## config.mk

```make
export PLATFORM = sky130hd
export DESIGN_NAME = main_memory_arbiter
export DESIGN_NICKNAME = d
export VERILOG_FILES = /design/src/rtl/main_memory_arbiter_pkg.sv /design/src/rtl/main_memory_arbiter_rr_arbiter_2.sv /design/src/rtl/main_memory_arbiter.sv
export SDC_FILE = /design/constraint.sdc
export NUM_CORES = 1
export LEC_CHECK = 0
export CAP_MARGIN = 10
export CORE_AREA = 2 2 340 342
export CTS_CLUSTER_SIZE = 25
export DETAILED_ROUTE_END_ITERATION = 8
export DIE_AREA = 0 0 342 344
export SYNTH_ARGS = -nofsm -noshare
export SYNTH_HDL_FRONTEND = slang
export SYNTH_SLANG_ARGS = --single-unit
export TNS_END_PERCENT = 30
```

## constraint.sdc

```tcl
create_clock -name clock -period 1.8 [get_ports clock]
set_input_delay 0.36 -clock clock [delete_from_list [all_inputs] [get_ports clock]]
set_output_delay 0.36 -clock clock [all_outputs]
set_load 0.05 [all_outputs]
```

## src/rtl/main_memory_arbiter_pkg.sv

```systemverilog
// Shared core types for the main memory arbiter: request record, FSM states,
// requester identifiers and the default cache line width.
// No logic; imported by the arbiter top and its round-robin sub-module.
package main_memory_arbiter_pkg;

  // Default icache line width in bits.
  localparam int ICACHE_LINE_WIDTH = 128;

  typedef struct packed {
    logic [31:0]                  addr;
    logic                         is_store;
    logic [ICACHE_LINE_WIDTH-1:0] data;
  } memory_request_t;

  typedef enum logic [1:0] {
    ST_IDLE    = 2'd0,
    ST_ISSUE   = 2'd1,
    ST_WAIT    = 2'd2,
    ST_RESPOND = 2'd3
  } arb_state_e;

  typedef enum logic {
    REQ_IC = 1'b0,
    REQ_DC = 1'b1
  } requester_id_e;

endpackage

```

## src/rtl/main_memory_arbiter_rr_arbiter_2.sv

```systemverilog
// Purpose: two-way round-robin grant between icache and dcache requesters.
// Latency: grant is combinational; the last-grant pointer updates on the clock edge when advance is high.
// Backpressure: none; the caller decides when a grant is consumed via advance.
// Ports: clock/reset, req_ic/req_dc (raw requests), advance (grant consumed),
//        gnt_vld/gnt_id (current winner).
module rr_arbiter_2
  import main_memory_arbiter_pkg::*;
(
  input  logic          clock,
  input  logic          reset,
  input  logic          req_ic,
  input  logic          req_dc,
  input  logic          advance,
  output logic          gnt_vld,
  output requester_id_e gnt_id
);

  requester_id_e last_q;

  always_comb begin
    gnt_vld = req_ic | req_dc;
    gnt_id  = REQ_IC;
    if (req_ic && req_dc) begin
      // Tie: the requester that did not win last time gets the grant.
      gnt_id = (last_q == REQ_DC) ? REQ_IC : REQ_DC;
    end else if (req_dc) begin
      gnt_id = REQ_DC;
    end
  end

  // Pointer starts at dcache so the icache wins the first tie after reset.
  always_ff @(posedge clock or negedge reset) begin
    if (!reset) begin
      last_q <= REQ_DC;
    end else if (advance && gnt_vld) begin
      last_q <= gnt_id;
    end
  end

endmodule

```

## src/rtl/main_memory_arbiter.sv

```systemverilog
// Purpose: arbitrates icache/dcache miss traffic onto a single main-memory port, one transaction in flight.
// Latency: mem_req_valid one cycle after req_valid; rsp_valid one cycle after mem_rsp_valid.
// Backpressure: holds the request in ISSUE while mem_req_ready is low; requesters hold req_valid until their response.
// Ports: clock/reset; ic_req_*/ic_rsp_* and dc_req_*/dc_rsp_* cache sides;
//        mem_req_*/mem_rsp_* memory side; busy (not IDLE); timeout_err (sticky watchdog).
module main_memory_arbiter
  import main_memory_arbiter_pkg::*;
#(
  parameter int LINE_WIDTH     = ICACHE_LINE_WIDTH,
  parameter int TIMEOUT_CYCLES = 64
) (
  input  logic                  clock,
  input  logic                  reset,
  input  logic                  ic_req_valid,
  input  memory_request_t       ic_req_info,
  output logic                  ic_rsp_valid,
  output logic [LINE_WIDTH-1:0] ic_rsp_data,
  input  logic                  dc_req_valid,
  input  memory_request_t       dc_req_info,
  output logic                  dc_rsp_valid,
  output logic [LINE_WIDTH-1:0] dc_rsp_data,
  output logic                  mem_req_valid,
  output memory_request_t       mem_req_info,
  input  logic                  mem_req_ready,
  input  logic                  mem_rsp_valid,
  input  logic [LINE_WIDTH-1:0] mem_rsp_data,
  output logic                  busy,
  output logic                  timeout_err
);

  localparam int CNT_W = $clog2(TIMEOUT_CYCLES + 1);
  localparam logic [CNT_W-1:0] CNT_MAX = CNT_W'(TIMEOUT_CYCLES);
  localparam logic [CNT_W-1:0] CNT_TRIP = CNT_W'(TIMEOUT_CYCLES - 1);

  arb_state_e       state;
  memory_request_t  req_q;
  requester_id_e    owner_q;
  logic [CNT_W-1:0] wait_cnt;

  logic             gnt_vld;
  requester_id_e    gnt_id;
  logic [LINE_WIDTH-1:0] rsp_line;

  rr_arbiter_2 u_rr (
    .clock   (clock),
    .reset   (reset),
    .req_ic  (ic_req_valid),
    .req_dc  (dc_req_valid),
    .advance (state == ST_IDLE),
    .gnt_vld (gnt_vld),
    .gnt_id  (gnt_id)
  );

  // Stores complete with an all-zero line regardless of what memory returns.
  always_comb begin
    rsp_line = req_q.is_store ? '0 : mem_rsp_data;
  end

  assign mem_req_info = req_q;

  always_ff @(posedge clock or negedge reset) begin
    if (!reset) begin
      state         <= ST_IDLE;
      req_q         <= '0;
      owner_q       <= REQ_IC;
      wait_cnt      <= '0;
      mem_req_valid <= 1'b0;
      busy          <= 1'b0;
      timeout_err   <= 1'b0;
      ic_rsp_valid  <= 1'b0;
      ic_rsp_data   <= '0;
      dc_rsp_valid  <= 1'b0;
      dc_rsp_data   <= '0;
    end else begin
      case (state)
        ST_IDLE: begin
          if (gnt_vld) begin
            req_q         <= (gnt_id == REQ_DC) ? dc_req_info : ic_req_info;
            owner_q       <= gnt_id;
            mem_req_valid <= 1'b1;
            busy          <= 1'b1;
            state         <= ST_ISSUE;
          end
        end
        ST_ISSUE: begin
          if (mem_req_ready) begin
            mem_req_valid <= 1'b0;
            wait_cnt      <= '0;
            state         <= ST_WAIT;
          end
        end
        ST_WAIT: begin
          if (wait_cnt != CNT_MAX) begin
            wait_cnt <= wait_cnt + CNT_W'(1);
          end
          // Trips on the edge that takes the count to TIMEOUT_CYCLES; keeps waiting.
          if (wait_cnt >= CNT_TRIP) begin
            timeout_err <= 1'b1;
          end
          if (mem_rsp_valid) begin
            if (owner_q == REQ_IC) begin
              ic_rsp_valid <= 1'b1;
              ic_rsp_data  <= rsp_line;
            end else begin
              dc_rsp_valid <= 1'b1;
              dc_rsp_data  <= rsp_line;
            end
            state <= ST_RESPOND;
          end
        end
        ST_RESPOND: begin
          ic_rsp_valid <= 1'b0;
          ic_rsp_data  <= '0;
          dc_rsp_valid <= 1'b0;
          dc_rsp_data  <= '0;
          busy         <= 1'b0;
          state        <= ST_IDLE;
        end
        default: state <= ST_IDLE;
      endcase
    end
  end

endmodule

```

==> metrics.yaml <==
status: "complete, no violations"
synth_warnings: 0
drive_gt1_frac: 0.237
grt_pass1_vias: 16100
cts_buffers: 51
tightestPinTransition_ns: 0.464
grtUsageTotal: 0.133
dp.cells: 4165
fin_area_um2: 30400
wire_per_inst_um: 19.5
worst-path-buf-inv: 1
crit_fanout: 2
cp-end-kind: "primary output"
post-route-period-util: 0.982
core_area_um2: 114000
cp_cell_sequence: "buf_4"
path_delay_family: "flip-flops"
area_growth_pct: 68.7
syn-mean-instance-area_um2: 10.2
vias_per_cell: 3.78
ioPinCount: 878
postSynthCellCount: 1765
yosys.area.top_type: "dfrtp_1"
htree_num_levels: 2
drc: 0
slew_headroom: 0.691
clk_path_buf_depth: 3
clock.fmax_mhz: 566
ant_nets: 0
netlist_top_cells_area: "dfrtp_1 60%, nand2_1 11%, mux2i_1 9.0%"
slew_viol_final: 0
r2r_slack_ns: 0.08
setup_violations: 0
pre_cts_ws_ns: -0.231
rows: 124
fin_nets: 3177
fin_ws_ns: 0.0330
die_h_um: 344
cpPeakStageDelay_ns: 0.53
placed_area_um2: 28600
clk_pin_slew_worst_paths_ns: 0.06
cp_slowest_cell: "dfrtp_1"
final_common_cell: "nand2_1"
drt-total-wl_um: 83000
drtPass1Iterations: 5
mostFrequentLayoutCells: "551 x nand2_1, 491 x buf_4, 454 x clkdlybuf4s50_1"
hold_path.class: "in2async"
initial_core_util: 0.158
cts_tree: "done"
cp-start-kind: "register"
period_needed_ns: 1.77
path_class: "reg2out"
portBuffers: 877
first_iter_violations: 616
grt_max_degree: 86
die_area_um2: 118000
rsz0062_at_grt: "yes"
crit_end: "mem_req_info[1]"
final_cell_count_no_fill: 4261
synth_seq_cells: 433
insertion_delay_ns: 0.61
finalSetupTns_ns: 0
vias: 16100
p_leak_uw: 0.0139
cts.sinks: 433
fin_worst_skew_ns: 0.0121
hold_violations: 0
p_per_area_nw_per_um2: 2090
ys_types: 36
rr_startpoint: "state[1]"
ir_drop_mv: 0.633
grt_remaining_overflow: 0
die_x_um: 342
synth_top_area_frac: 0.601
critical_path_arrival_ns: 1.41
cp.required_ns: 1.44
cap_violations: 0
reg2regPathDepth: 8
r2r_end: "dc_rsp_data[60]"
critPathLaunch: "mem_req_info[1]"
clock-root-buffer: "clkbuf_16"
gp_congestion: 0.865
antenna_found_initial: 6
critical_path_depth: 1
ys_seq_area_frac: 0.602
power_uw: 63400
syn_nets: 2228
post-dp-hpwl_um: 68000
syn_area_um2: 18000
grt_pass1_wl_um: 114000
==> area by class of cell <==
class | instances | area (um2)
Inverter | 10 | 37.5
Clock inverter | 10 | 145
Antenna cell | 2 | 5.00
Tap cell | 1512 | 1890
Sequential cell | 433 | 10800
Fill cell | 12100 | 83500
Timing Repair Buffer | 1021 | 9690
Clock buffer | 76 | 1430
Multi-Input combinational cell | 1197 | 6320
==> cell families after synthesis <==
| logic type | Yosys count | share of synthesized area |
|---|---|---|
| buffers and inverters | 135 | 0.0494 |
| AO/OA/AOI/OAI | 451 | 0.130 |
| multiplexers | 164 | 0.0914 |
| AND/OR/NAND/NOR | 575 | 0.122 |
| flip-flops | 433 | 0.602 |
| adder cells (fa/ha/maj) | 7 | 0.00487 |
==> registers in the layout, summed over array words and instances (netlist names) <==
register       flops
mem_req_info     161
wait_cnt           7
u_rr.last_q        1
ic_rsp_data      128
busy               1
state              2
mem_req_valid      1
owner_q            1
timeout_err        1
dc_rsp_valid       1
dc_rsp_data      128
ic_rsp_valid       1
==> report_power, final <==
part | switching [uW] | internal [uW]
combinational | 25000 | 11800
clock | 4170 | 5880
sequential | 2690 | 13700
==> through the flow <==
step           utilization  hold slack (ns)
2_1_floorplan            -           0.0644
3_3_place_gp         0.251            0.258
3_5_place_dp         0.251            0.255
4_1_cts              0.265            0.175
5_1_grt              0.267            0.187
6_report             0.267            0.209
==> how the worst min path moves through the flow <==
| stage | from | end | depth (start not counted) |
|---|---|---|---|
| floorplan | reset | busy | 0 |
| global placement | reset | dc_rsp_data[35] | 1 |
| detailed placement | reset | dc_rsp_data[35] | 1 |
| CTS | reset | dc_rsp_data[35] | 2 |
| global route | reset | dc_rsp_data[35] | 2 |
| finish | reset | dc_rsp_data[35] | 2 |
==> cell usage after synthesis (all sizes together) <==
cell / count
nand4: 3
a31oi: 3
ha: 7
buf: 74
a31o: 1
a21o: 1
nor4: 1
o22ai: 1
clkbuf: 51
a22o: 3
o21ai: 428
nand2b: 2
nand3: 6
dfstp: 1
or2: 1
a21boi: 1
a211oi: 2
mux2i: 162
inv: 10
nor2b: 4
dfrtp: 432
a211o: 1
o32a: 1
nor2: 6
o31ai: 1
a21oi: 8
and2: 1
nand2: 551
mux2: 2
==> repair_timing <==
| action | 4_1_cts | 5_1_grt |
|---|---|---|
| gates resized for setup | 2 | 24 |
| setup endpoints to repair | 10 | 85 |
| endpoints found under the hold margin | 116 | 0 |
| pin swaps | 0 | 1 |
| setup buffers | 0 | 3 |
| cloned | 0 | 4 |
| hold buffers | 1 | 0 |
==> per-layer routing <==
layer | part of all wire | track usage | vias to the layer above
li1 | - | - | 7842
met1 | 0.43 | 0.169 | 7589
met2 | 0.48 | 0.221 | 567
met3 | 0.073 | 0.0400 | 85
met4 | 0.020 | 0.0294 | 6
met5 | 0.00049 | 0 | -
(Power assumes the default switching activity.)
